`src/rtl/sincos_pkg.sv`:
```
// Shared defaults for the sincos NCO channel scheduler and its tag store.
package sincos_pkg;

    localparam int NUM_CH_DEF     = 4;
    localparam int PHASE_BITS_DEF = 47;
    localparam int OUT_BITS_DEF   = 56;
    localparam int TAG_DEPTH_DEF  = 16;

    // Channel ids stay at least one bit wide even for a single channel.
    function automatic int id_width(input int n);
        return (n > 1) ? $clog2(n) : 1;
    endfunction

    localparam int CH_W_DEF = id_width(NUM_CH_DEF);

endpackage

```
`src/rtl/sincos_tag_fifo.sv`:
```
// Synchronous FIFO holding the channel id of each in-flight datapath request.
module sincos_tag_fifo #(
    parameter  int WIDTH = 2,
    parameter  int DEPTH = 16,
    localparam int PTR_W = $clog2(DEPTH),
    localparam int CNT_W = PTR_W + 1
) (
    input  logic             clk,
    input  logic             resetn,
    input  logic             push,
    input  logic [WIDTH-1:0] push_data,
    input  logic             pop,
    output logic [WIDTH-1:0] pop_data,
    output logic             empty,
    output logic [CNT_W-1:0] count
);

    logic [WIDTH-1:0] mem [DEPTH];
    logic [PTR_W-1:0] wr_ptr;
    logic [PTR_W-1:0] rd_ptr;
    logic             push_ok;
    logic             pop_ok;

    assign empty    = (count == '0);
    assign push_ok  = push && (count != CNT_W'(DEPTH));
    assign pop_ok   = pop && !empty;
    assign pop_data = mem[rd_ptr];

    // NOTE: the storage array has no reset; entries are only read after being written, so resetting it buys nothing.
    always_ff @(posedge clk) begin
        if (push_ok) mem[wr_ptr] <= push_data;
    end

    // NOTE: sequential state uses non-blocking assignments so every register samples pre-edge values.
    always_ff @(posedge clk or negedge resetn) begin
        if (!resetn) begin
            wr_ptr <= '0;
            rd_ptr <= '0;
            count  <= '0;
        end else begin
            if (push_ok) wr_ptr <= wr_ptr + 1'b1;
            if (pop_ok)  rd_ptr <= rd_ptr + 1'b1;
            case ({push_ok, pop_ok})
                2'b10:   count <= count + 1'b1;
                2'b01:   count <= count - 1'b1;
                default: count <= count;
            endcase
        end
    end

endmodule

```
`src/rtl/sin_channel_scheduler.sv`:
```
// Round-robin scheduler time-sharing one sin_quadratic pipeline across NUM_CH
// phase-accumulator channels, re-tagging each returning result with its channel.
module sin_channel_scheduler
    import sincos_pkg::*;
#(
    parameter  int NUM_CH     = NUM_CH_DEF,
    parameter  int PHASE_BITS = PHASE_BITS_DEF,
    parameter  int OUT_BITS   = OUT_BITS_DEF,
    parameter  int TAG_DEPTH  = TAG_DEPTH_DEF,
    localparam int CH_W       = id_width(NUM_CH),
    localparam int CNT_W      = $clog2(TAG_DEPTH) + 1
) (
    input  logic                  clk,
    input  logic                  resetn,
    input  logic                  cfg_we,
    input  logic [CH_W-1:0]       cfg_ch,
    input  logic [PHASE_BITS-1:0] cfg_freq,
    input  logic                  cfg_clr,
    input  logic [NUM_CH-1:0]     ch_en,
    output logic                  dp_valid_i,
    output logic [PHASE_BITS-1:0] dp_phase,
    input  logic                  dp_valid_o,
    input  logic [OUT_BITS-1:0]   dp_y,
    output logic                  res_valid,
    output logic [CH_W-1:0]       res_ch,
    output logic [OUT_BITS-1:0]   res_y,
    output logic                  err_orphan
);

    logic [PHASE_BITS-1:0] freq [NUM_CH];
    logic [PHASE_BITS-1:0] acc  [NUM_CH];
    logic [CH_W-1:0]       last_grant;
    logic [CH_W-1:0]       grant_ch;
    logic [CH_W:0]         cand;
    logic                  grant_any;
    logic                  grant;
    logic [CNT_W-1:0]      inflight;
    logic                  tag_empty;
    logic [CH_W-1:0]       tag_head;
    logic                  pop;

    // NOTE: every output of this block gets a default up front so no latch is inferred.
    always_comb begin
        grant_any = 1'b0;
        grant_ch  = '0;
        cand      = '0;
        for (int i = 1; i <= NUM_CH; i++) begin
            cand = {1'b0, last_grant} + (CH_W+1)'(i);
            if (cand >= (CH_W+1)'(NUM_CH)) cand = cand - (CH_W+1)'(NUM_CH);
            if (!grant_any && ch_en[cand[CH_W-1:0]]) begin
                grant_any = 1'b1;
                grant_ch  = cand[CH_W-1:0];
            end
        end
    end

    // Registered occupancy gates the grant, so a same-cycle pop never frees a slot early.
    assign grant = grant_any && (inflight < CNT_W'(TAG_DEPTH));
    assign pop   = dp_valid_o && !tag_empty;

    sincos_tag_fifo #(
        .WIDTH (CH_W),
        .DEPTH (TAG_DEPTH)
    ) u_tag_fifo (
        .clk       (clk),
        .resetn    (resetn),
        .push      (grant),
        .push_data (grant_ch),
        .pop       (pop),
        .pop_data  (tag_head),
        .empty     (tag_empty),
        .count     (inflight)
    );

    always_ff @(posedge clk or negedge resetn) begin
        if (!resetn) begin
            for (int i = 0; i < NUM_CH; i++) begin
                freq[i] <= '0;
                acc[i]  <= '0;
            end
            last_grant <= CH_W'(NUM_CH - 1);
            dp_valid_i <= 1'b0;
            dp_phase   <= '0;
            res_valid  <= 1'b0;
            res_ch     <= '0;
            res_y      <= '0;
            err_orphan <= 1'b0;
        end else begin
            dp_valid_i <= grant;
            res_valid  <= dp_valid_o;
            if (grant) begin
                dp_phase       <= acc[grant_ch];
                acc[grant_ch]  <= acc[grant_ch] + freq[grant_ch];
                last_grant     <= grant_ch;
            end
            // Placed after the increment so a clear wins on the same channel.
            if (cfg_we) begin
                freq[cfg_ch] <= cfg_freq;
                if (cfg_clr) acc[cfg_ch] <= '0;
            end
            if (dp_valid_o) begin
                res_ch <= tag_empty ? '0 : tag_head;
                res_y  <= dp_y;
                if (tag_empty) err_orphan <= 1'b1;
            end
        end
    end

endmodule

```
`config.mk`:
```
export PLATFORM = sky130hd
export DESIGN_NAME = sin_channel_scheduler
export DESIGN_NICKNAME = d
export VERILOG_FILES = /design/src/rtl/sincos_pkg.sv /design/src/rtl/sincos_tag_fifo.sv /design/src/rtl/sin_channel_scheduler.sv
export SDC_FILE = /design/constraint.sdc
export NUM_CORES = 1
export LEC_CHECK = 0
export BUFFER_PORTS_ARGS = -buffer_cell sky130_fd_sc_hd__buf_2
export CORE_MARGIN = 10
export CORE_UTILIZATION = 50
export CTS_CLUSTER_SIZE = 40
export DETAILED_ROUTE_END_ITERATION = 8
export PLACE_DENSITY_LB_ADDON = 0.15
export RECOVER_POWER = 50
export SLEW_MARGIN = 20
export SYNTH_ARGS = -nofsm -noshare
export SYNTH_HDL_FRONTEND = slang
export SYNTH_HIERARCHICAL = 1
export SYNTH_SLANG_ARGS = --single-unit
export TNS_END_PERCENT = 10
```
`constraint.sdc`:
```
create_clock -name clk -period 17.3 [get_ports clk]
set_input_delay 3.46 -clock clk [delete_from_list [all_inputs] [get_ports clk]]
set_output_delay 3.46 -clock clk [all_outputs]
set_load 0.01 [all_outputs]
```
==> results by group <==
Routing
  – Drt first pass iters: 5
  – Routed vias/inst: 5.89
  – Uppermost layer routed: met5
  – Final WL: between 70,000 and 80,000 um
  – Post-route DRC: 0
  – Post-route ant nets: 0
  – Post-Route M1 WL: 32,700 um
  – Wire length on met3: 5010 um
  – Drt wl/cell: 21.7 um
  – Met2 Routed Length: ~37,000 um
  – DRT iter0 DRCs: between 1.5k and 2k
  – Vias: approximately 21k

Clock tree
  – Post-CTS Setup Inserts: 0
  – Worst skew pair latency: roughly 0.64 ns
  – Sink Count: 531
  – Clock root buffer: clkbuf_16
  – CTS resizes: 0
  – Hold buffers post-CTS: 0
  – TritonCTS clock tree: built
  – CTS clk-pin slew, worst paths: approximately 0.06 ns
  – Maximum root-to-sink buffer count: 3
  – H-tree lvl count: 2
  – Cts bufs inserted: 57

Power and ir drop
  – Leak: roughly 13 nW
  – Comb pwr share: a little over half
  – P_sw: approximately 3.1 mW
  – Pwr dens: around 230 nW/um2
  – Internal power: ~3.8 mW
  – Worst VDD drop: between 0.1 and 0.15 mV
  – Sequential power share: a little over a quarter
  – Sw Ratio: between 40 and 50%
  – Clock power share: about a fifth

Synth
  – Top_reg_cell synth: dfrtp_1
  – Async SR Flop Fraction: 94.0%
  – EDFF count, synth: 32
  – Dominant cell type by area after synthesis: dfrtp_1
  – Synth Warn #: 6
  – Post-synth top area share: 47.3%
  – Sequential share of the synthesized area: roughly half
  – Post-synthesis cell type count: just under 80
  – Most frequent cell after synthesis: nand2_1
  – Post-synthesis register bit count: around 530
  – Synth area leaders: dfrtp_1 47%, mux2_2 11%, nand2_1 10%
  – Syn Std Cell Area: roughly 26,000 um2
  – Cell count after synthesis: roughly 2.7k
  – Most frequent cells after synthesis: 700 x nand2_1, 497 x dfrtp_1, 245 x mux2_2
  – Mapped Nets: approximately 2.9k
  – Synthesized area per cell: 9.77 um2

Worst setup path
  – Worst path bufs/invs: 3
  – Critical path cell sequence: clkbuf_1 -> clkbuf_1 -> buf_4
  – Slowest stage cell, crit path: clkbuf_1
  – CP delay by family, top: buffers and inverters
  – WP data required: 17.92 ns
  – CP most frequent cell: clkbuf_1
  – R2R depth: 23
  – R2R Setup Slk: between 10 and 15 ns
  – R2R Path End: acc[187]
  – CP startpoint: resetn
  – R2R Path Start: last_grant[1]
  – CP startpoint kind: input pin
  – Crit Path Max Fanout: 124
  – Slowest stage delay, CP: 4.48 ns
  – CP Capture Type: async pin
  – Crit Path Class: input pin to async pin
  – Critical path data arrival time: about 12 ns
  – Instance count on the critical path: 3

Place
  – Dpl cells: approximately 3.5k
  – PortBufs: between 200 and 250
  – Hpwl dp: 49,700 um
  – GP Congestion: between 0.9 and 1
  – Placed cell area: ~28,000 um2

STA
  – Fin crit share: about two thirds
  – Max Fclk: 0.0866 GHz
  – Max_slew headroom: -339%
  – Hold Fails Final Rpt: 0
  – Clock skew: between 0.03 and 0.04 ns
  – Final Max Slew Viols: 584
  – Worst hold slack: between 0.4 and 0.5 ns
  – Setup TNS: 0 ns
  – Period minus WS final: about 12 ns
  – Final setup viols: 0
  – RSZ-0062 raised after global routing: no
  – Worst Tran Pin Value: between 6 and 7 ns

GRT
  – Global-route wire length before repair: about 120,000 um
  – Antenna violations before repair: 1
  – Pin count of the biggest net entering global routing: around 170
  – Total gr overflow: 0
  – Vias in the first global route: 21.1k
  – GR Util All Layers: 24.3%

Finish
  – Final non-filler cell total: around 3.6k
  – Core Util, Final: between 50% and 60%
  – Fin area: 29,900 um2
  – Antenna Cells: 0
  – Net count, final: 2,999
  – Synth-to-layout area growth: 13.7%
  – Layout cell share with drive strength beyond 1: 18.4%

Status
  – Failing checks: max-capacitance violations, max-slew violations
  – Outcome: finished, violations left

Min path
  – Worst min-delay path startpoint: dp_phase[26]
  – Hold Crit Depth: 2
  – Type of the worst min-delay path: register to register
  – Hold Path End: dp_phase[26]

Floorplan
  – Die X: between 200 and 250 um
  – Die area: roughly 62,000 um2
  – Initial Util: about half
  – Core Area: about 52,000 um2
  – I/O pins: between 200 and 250
  – # rows: between 80 and 90
  – Die H: ~250 um

Run
  – Max-Cap Viols: 9
-- state kept, by name, indices dropped and copies added (netlist names) --
name               flops
acc                  188
freq                 188
res_y                 56
dp_phase              47
u_tag_fifo/mem        32
u_tag_fifo/count       5
u_tag_fifo/rd_ptr      4
u_tag_fifo/wr_ptr      4
last_grant             2
res_ch                 2
dp_valid_i             1
err_orphan             1
res_valid              1
-- cell families (layout without fill, tap and decap cells) --
group	count (synthesis)	in the layout	share of synthesized area (%)
and+or+nand+nor	1083	1083	17.3
DFF	531	531	51.2
AOI/OAI and AO/OA	472	472	11.1
muxes	274	274	12.2
buffers and inverters	198	388	2.98
xor gates and xnor gates	73	73	2.49
adders and majority gates	57	57	2.76
-- power groups by stage --
stage | Clock, mW | Combinational, mW | Sequential (mW)
2_1_floorplan | 0 | 2.57 | 1.85
3_3_place_gp | 0 | 3.55 | 1.87
3_5_place_dp | 0 | 3.60 | 1.89
4_1_cts | 1.39 | 3.63 | 1.87
5_1_grt | 1.44 | 4.01 | 1.92
6_report | 1.37 | 3.64 | 1.88
-- worst max-delay path by stage --
| stage | end | slack, ns |
|---|---|---|
| 4_1_cts | acc[187] | 7.99 |
| 5_1_grt | acc[107] | 4.04 |
| 3_5_place_dp | acc[187] | 7.34 |
| 6_report | acc[107] | 5.75 |
| 2_1_floorplan | acc[171] | 8.56 |
| 3_3_place_gp | acc[187] | 7.41 |
-- cell type report --
| cell class | instances | area [um2] |
|---|---|---|
| clock buffer | 81 | 1730 |
| clock inverter | 26 | 418 |
| fill | 4483 | 21900 |
| inverter | 30 | 119 |
| multi-input combinational | 1959 | 12100 |
| sequential | 531 | 13500 |
| tap | 680 | 851 |
| timing repair buffer | 251 | 1180 |
-- metrics by stage --
stage	total power [mW]	worst slack [ns]
after floorplan	4.42	8.56
after detailed placement	5.49	7.34
after global routing	7.37	4.04
after global placement	5.42	7.41
final	6.89	5.75
after CTS	6.89	7.99
-- cells in the final DEF (no fill, tap or decap), types with 11 or more instances in the layout --
cell       count
mux4_2        12
buf_2        111
a31oi_1       93
nand2_1      699
and3_1        89
dfrtp_1      497
a21oi_1      172
clkbuf_16     60
xnor2_1       46
a21o_1        37
o21ai_1       11
nor2_1       163
mux2i_1       16
nor3_1        16
xor2_1        25
mux2_2       243
nand2b_1      13
edfxtp_1      32
nand3_1       50
nor2b_1       12
ha_1          53
a211oi_1      23
clkbuf_1     124
inv_1         27
o21ai_0       63
buf_4         21
clkinv_2      12
clkbuf_8      15
-- routing by layer --
layer,global-route usage [%],up-vias
li1,-,9532
met1,31.7,10500
met2,40.5,776
met3,3.99,155
met4,7.79,2
met5,0,-
-- worst register-to-register path: cells and delay by family (launching register included) --
kind,cells,cell delay [ns]
AOI/OAI and AO/OA,13,2.84
buffers and inverters,3,2.13
and+or+nand+nor,5,0.79
DFF,1,0.60
adders and majority gates,1,0.35
xor gates and xnor gates,1,0.21
Note: power is estimated with default switching activity, not from simulation.
